==> src/rtl/lwb_pkg.sv <==
// Shared types for the load/writeback unit: FSM state encoding, RV64 load funct3 codes
// and the access-size alignment helper.
package lwb_pkg;

   typedef enum logic [1:0] {
      ST_IDLE,
      ST_REQ,
      ST_WAIT,
      ST_WB
   } lwb_state_e;

   localparam logic [2:0] F3_LB  = 3'b000;
   localparam logic [2:0] F3_LH  = 3'b001;
   localparam logic [2:0] F3_LW  = 3'b010;
   localparam logic [2:0] F3_LD  = 3'b011;
   localparam logic [2:0] F3_LBU = 3'b100;
   localparam logic [2:0] F3_LHU = 3'b101;
   localparam logic [2:0] F3_LWU = 3'b110;
   localparam logic [2:0] F3_INV = 3'b111;

   // funct3[1:0] encodes log2 of the access size in bytes.
   function automatic logic lwb_misaligned(input logic [2:0] funct3, input logic [2:0] off);
      logic mis;
      case (funct3[1:0])
         2'b00:   mis = 1'b0;
         2'b01:   mis = off[0];
         2'b10:   mis = |off[1:0];
         default: mis = |off;
      endcase
      return mis;
   endfunction

endpackage

==> src/rtl/load_extract.sv <==
// Combinational byte-lane extraction: shift the doubleword down to the addressed byte,
// then sign- or zero-extend the accessed width to 64 bits.
module load_extract
   import lwb_pkg::*;
(
   input  logic [63:0] rdata_i,
   input  logic [2:0]  offset_i,
   input  logic [2:0]  funct3_i,
   output logic [63:0] data_o
);

   logic [63:0] shifted;

   // Bytes past the end of the doubleword shift in as zero.
   assign shifted = rdata_i >> {offset_i, 3'b000};

   always_comb begin
      data_o = '0;
      case (funct3_i)
         F3_LB:   data_o = {{56{shifted[7]}},  shifted[7:0]};
         F3_LH:   data_o = {{48{shifted[15]}}, shifted[15:0]};
         F3_LW:   data_o = {{32{shifted[31]}}, shifted[31:0]};
         F3_LD:   data_o = shifted;
         F3_LBU:  data_o = {56'd0, shifted[7:0]};
         F3_LHU:  data_o = {48'd0, shifted[15:0]};
         F3_LWU:  data_o = {32'd0, shifted[31:0]};
         default: data_o = '0;
      endcase
   end

endmodule

==> src/rtl/load_writeback_unit.sv <==
// RV64 load unit: IDLE -> REQ -> WAIT -> WB with memory timeout and register writeback.
// Define LWB_MISALIGN_TRAP_EN to abort loads not aligned to their access size.
module load_writeback_unit
   import lwb_pkg::*;
#(
   parameter int unsigned MEM_TIMEOUT = 16
) (
   input  logic        clock,
   input  logic        reset,
   input  logic        issue_valid,
   output logic        issue_ready,
   input  logic [4:0]  issue_rd,
   input  logic [2:0]  issue_funct3,
   input  logic [63:0] issue_addr,
   output logic        mem_req,
   output logic [63:0] mem_addr,
   input  logic        mem_ready,
   input  logic        mem_rvalid,
   input  logic [63:0] mem_rdata,
   output logic [4:0]  rd,
   output logic        regWrite,
   output logic [63:0] writeData,
   output logic        err
);

   localparam int unsigned CW = (MEM_TIMEOUT < 2) ? 1 : $clog2(MEM_TIMEOUT);

   lwb_state_e  state_q;
   logic [4:0]  ld_rd_q;
   logic [2:0]  ld_funct3_q;
   logic [2:0]  ld_off_q;
   logic        abort_q;
   logic [CW-1:0] cnt_q;

   logic        ready_q;
   logic        mem_req_q;
   logic [63:0] mem_addr_q;
   logic [4:0]  rd_q;
   logic        reg_write_q;
   logic [63:0] write_data_q;
   logic        err_q;

   logic        abort_d;
   logic [63:0] ext_data_d;

   load_extract u_extract (
      .rdata_i  (mem_rdata),
      .offset_i (ld_off_q),
      .funct3_i (ld_funct3_q),
      .data_o   (ext_data_d)
   );

   always_comb begin
`ifdef LWB_MISALIGN_TRAP_EN
      abort_d = (issue_funct3 == F3_INV) || lwb_misaligned(issue_funct3, issue_addr[2:0]);
`else
      abort_d = (issue_funct3 == F3_INV);
`endif
   end

   always_ff @(posedge clock) begin
      if (reset) begin
         state_q      <= ST_IDLE;
         ld_rd_q      <= '0;
         ld_funct3_q  <= '0;
         ld_off_q     <= '0;
         abort_q      <= 1'b0;
         cnt_q        <= '0;
         ready_q      <= 1'b1;
         mem_req_q    <= 1'b0;
         mem_addr_q   <= '0;
         rd_q         <= '0;
         reg_write_q  <= 1'b0;
         write_data_q <= '0;
         err_q        <= 1'b0;
      end else begin
         err_q        <= 1'b0;
         reg_write_q  <= 1'b0;
         rd_q         <= '0;
         write_data_q <= '0;
         case (state_q)
            ST_IDLE: begin
               if (issue_valid) begin
                  ld_rd_q     <= issue_rd;
                  ld_funct3_q <= issue_funct3;
                  ld_off_q    <= issue_addr[2:0];
                  abort_q     <= abort_d;
                  ready_q     <= 1'b0;
                  state_q     <= ST_REQ;
                  // Aborted loads still pass through REQ but never raise mem_req.
                  if (!abort_d) begin
                     mem_req_q  <= 1'b1;
                     mem_addr_q <= {issue_addr[63:3], 3'b000};
                  end
               end
            end
            ST_REQ: begin
               if (abort_q) begin
                  err_q   <= 1'b1;
                  ready_q <= 1'b1;
                  state_q <= ST_IDLE;
               end else if (mem_ready) begin
                  mem_req_q  <= 1'b0;
                  mem_addr_q <= '0;
                  cnt_q      <= '0;
                  state_q    <= ST_WAIT;
               end
            end
            ST_WAIT: begin
               if (mem_rvalid) begin
                  rd_q         <= ld_rd_q;
                  reg_write_q  <= (ld_rd_q != 5'd0);
                  write_data_q <= ext_data_d;
                  cnt_q        <= '0;
                  state_q      <= ST_WB;
               end else if (cnt_q == CW'(MEM_TIMEOUT - 1)) begin
                  err_q   <= 1'b1;
                  ready_q <= 1'b1;
                  cnt_q   <= '0;
                  state_q <= ST_IDLE;
               end else begin
                  cnt_q <= cnt_q + 1'b1;
               end
            end
            ST_WB: begin
               ready_q <= 1'b1;
               state_q <= ST_IDLE;
            end
            default: begin
               ready_q <= 1'b1;
               state_q <= ST_IDLE;
            end
         endcase
      end
   end

   assign issue_ready = ready_q;
   assign mem_req     = mem_req_q;
   assign mem_addr    = mem_addr_q;
   assign rd          = rd_q;
   assign regWrite    = reg_write_q;
   assign writeData   = write_data_q;
   assign err         = err_q;

endmodule

==> config.mk <==
export PLATFORM = sky130hd
export DESIGN_NAME = load_writeback_unit
export DESIGN_NICKNAME = d
export VERILOG_FILES = /design/src/rtl/lwb_pkg.sv /design/src/rtl/load_extract.sv /design/src/rtl/load_writeback_unit.sv
export SDC_FILE = /design/constraint.sdc
export NUM_CORES = 1
export LEC_CHECK = 0
export CAP_MARGIN = 20
export CORE_MARGIN = 2
export CORE_UTILIZATION = 45
export CTS_CLUSTER_DIAMETER = 120
export CTS_CLUSTER_SIZE = 10
export DETAILED_ROUTE_END_ITERATION = 10
export PLACE_DENSITY = 0.8
export SLEW_MARGIN = 20
export SYNTH_ARGS = -nofsm -noshare
export SYNTH_HDL_FRONTEND = slang
export SYNTH_HIERARCHICAL = 1
export SYNTH_SLANG_ARGS = --single-unit
==> constraint.sdc <==
create_clock -name clock -period 2.27 [get_ports clock]
set_clock_uncertainty 0.2 [all_clocks]
set_input_delay 0.3405 -clock clock [delete_from_list [all_inputs] [get_ports clock]]
set_output_delay 0.3405 -clock clock [all_outputs]
set_load 0.01 [all_outputs]
==> metrics <==
Worst VDD drop 0.536 mV; Placer Congestion 0.892; final hold vios 0; CTS tree yes; Setup violations, final 0; synth warn 6; power per cell area 799 nW/µm²; Max Fclk 471 MHz; crit path max fanout 22; Die W 136 µm; Finished Core Util 66.2%; grt total ovfl 0; Synth area leaders dfxtp_1 (39%), mux4_2 (8.3%), nand2_1 (6.2%), and2_1 (5.8%), nand3b_1 (5.0%); Hold Path Class input port to flip-flop; wirelength, routed 24800 µm; sw frac 33.0%; Slew HR 37.4%; Hold Path Depth 2; CTS Hold Bufs 0; cell type with the largest total area after synthesis dfxtp_1; Core ar. 17200 µm²; FF-to-FF setup slack 0.15 ns; Clk network pwr share 29.0%; status complete, no violations; Commonest cells post-synth dfxtp_1 (152), nand2_1 (129), and2_1 (73); depth of the CTS H-tree 4; CP Launch Type flip-flop; power consumption 0.00909 W; crit-path cells buf_12 -> mux2_2 -> mux2_2 -> mux2i_1 -> nor2_1 -> and2_1; DRT Pass-1 Iters 5; largest net degree at the start of global routing 71; Max Root-Sink Buffers 2; slowest cell on the critical path dfxtp_4; CP top delay family multiplexers; Syn Area/Cell 9.50 µm²; EDFF count, synth 0; Post-Route Setup TNS 0 ns; number of nets in the layout 1236; DP Wirelength 18100 µm; most frequent CP cell mux2_2; post-synth top area share 38.7%; CP Buf/Inv Count 1; minimum clock period 2.12 ns; Top FF cell, synth dfxtp_1; Logic pwr share 36.8%; Max stage delay on crit path 0.48 ns; Avg Vias per Cell 5.52; CP required 2.39 ns; Syn Std Cell Area 7850 µm²; RSZ-0062 raised after global routing no; vias in the first global route 7271; RR Startpoint ld_off_q[0]; Int Power 0.00609 W; # placed instances 1296; TritonCTS Buffers 17; Crit Path Class flip-flop to flip-flop; Final period util 93.5%; Final Non-Filler Cells 1328; register bit total from synthesis 152; via count 7337; Distinct cells, synth 56; Post-CTS Setup Bufs 0; Clk Tree Root Cell clkbuf_16; sequential cell area fraction in the yosys report 38.7%; layout cells sized above 1 14.5%; worst hold endpoint cnt_q[2]; die height 136 µm; Sequential Power Share 34.2%; IO Port Bufs 274; Clock Pin Slew Worst Setup and Hold Paths 0.06 ns; Crit. End Element flip-flop; Sinks on Clock Net 152; Worst-Margin Slew 0.937 ns; CP arrival 2.24 ns; multi-input logic area 4250 µm²; antenna viol nets, final 0; net switching power 0.00300 W; Mapped Cells 827; wire length per cell 18.7 µm; first-pass GRT wire length 38100 µm; total of max-cap violations 0; area grow syn2layout 44.9%; hold path start reset; First DRT Iteration DRCs 555; diode count 0; I/O pins 278; clk_lat worst skew 0.42 ns; die area 18500 µm²; GRT Overall Usage 26.6%; cell count of the worst reg-to-reg path 6; initial antenna violation count 0; FF/Latch Area 3050 µm²; capturing point of the worst reg2reg path writeData[2]; P_leak 4.19 nW; Core Rows 48; final hold slack 0.101 ns; max-slew violation count 0; # fillers 1418; Initial Util 45.7%; Synth async-reset ratio 0%; post-CTS sizing 0; top-count cell post-synth dfxtp_1; remaining routing DRC violations 0
worst max path at each step:
stage,depth (start not counted),slack [ns],start,to
after global placement,7,-0.02,mem_rdata[63],writeData[11]
after floorplan,7,0.36,state_q[0],mem_req
final,6,0.15,ld_off_q[0],writeData[2]
after CTS,5,0.11,ld_off_q[1],writeData[14]
after global routing,5,0.03,ld_funct3_q[0],writeData[60]
after detailed placement,7,-0.09,mem_rdata[63],writeData[10]
power groups by stage:
stage | sequential (W) | clock (W) | combinational (W)
2_1_floorplan | 0.00324 | 0 | 0.00205
3_3_place_gp | 0.00315 | 0 | 0.00326
3_5_place_dp | 0.00316 | 0 | 0.00330
4_1_cts | 0.00311 | 0.00268 | 0.00333
5_1_grt | 0.00314 | 0.00279 | 0.00361
6_report | 0.00311 | 0.00264 | 0.00334
kinds of logic (layout without fill, tap and decap cells):
| family | count (synthesis) | after routing | synth area share [%] |
|---|---|---|---|
| flops | 152 | 152 | 38.7 |
| buf+inv | 85 | 359 | 7.38 |
| other cells | 1 | 3 | 0.0477 |
| mux | 81 | 81 | 16.0 |
| fa+ha+maj | 5 | 5 | 0.797 |
| compound gates | 133 | 133 | 10.5 |
| simple gates | 370 | 370 | 26.5 |
per-layer routing:
layer,up-vias,share of wire [%],GRT usage (%)
met2,395,48,44.3
met3,64,11,8.84
met5,-,0,0
li1,3452,-,-
met1,3426,37,31.0
met4,0,4.0,12.3
registers in the layout (all words and copies together), names as in the netlist:
register,flops
regWrite,1
ld_funct3_q,3
state_q,2
cnt_q,4
rd,5
issue_ready,1
mem_req,1
writeData,64
ld_rd_q,5
err,1
abort_q,1
ld_off_q,3
mem_addr,61
layout by cell type, fill, tap and decap left out, drive strengths merged, types with 2 or more instances in the layout:
master | Yosys | layout
mux2 | 24 | 24
clkbuf | 32 | 21
or4 | 2 | 2
nand3b | 61 | 61
dfxtp | 152 | 152
o21ai | 18 | 18
mux2i | 28 | 28
conb | 1 | 3
clkinv | 0 | 6
nand3 | 16 | 16
o2bb2ai | 7 | 7
nor3b | 2 | 2
o211ai | 8 | 8
a22oi | 10 | 10
and2 | 73 | 73
ha | 5 | 5
and3 | 11 | 11
clkinvlp | 0 | 2
nand4 | 38 | 38
nor2 | 14 | 14
inv | 7 | 10
nand2b | 5 | 5
nor3 | 2 | 2
buf | 46 | 47
nor2b | 13 | 13
clkdlybuf4s50 | 0 | 273
a21oi | 78 | 78
nand2 | 129 | 129
mux4 | 29 | 29
metrics by stage:
| step | cell area (µm²) | worst slack (ns) |
|---|---|---|
| 2_1_floorplan | 7860 | 0.361 |
| 3_3_place_gp | 10800 | -0.0233 |
| 3_5_place_dp | 10800 | -0.0856 |
| 4_1_cts | 11400 | 0.108 |
| 5_1_grt | 11400 | 0.0269 |
| 6_report | 11400 | 0.148 |
cell type report:
type	count	share of cell area, %
Inverter	7	0.231
Multi-Input combinational cell	592	37.3
Timing Repair Buffer	320	28.3
Clock buffer	21	4.05
Clock inverter	11	0.792
Tap cell	225	2.47
Sequential cell	152	26.8
Note: power is estimated with default switching activity, not from simulation.
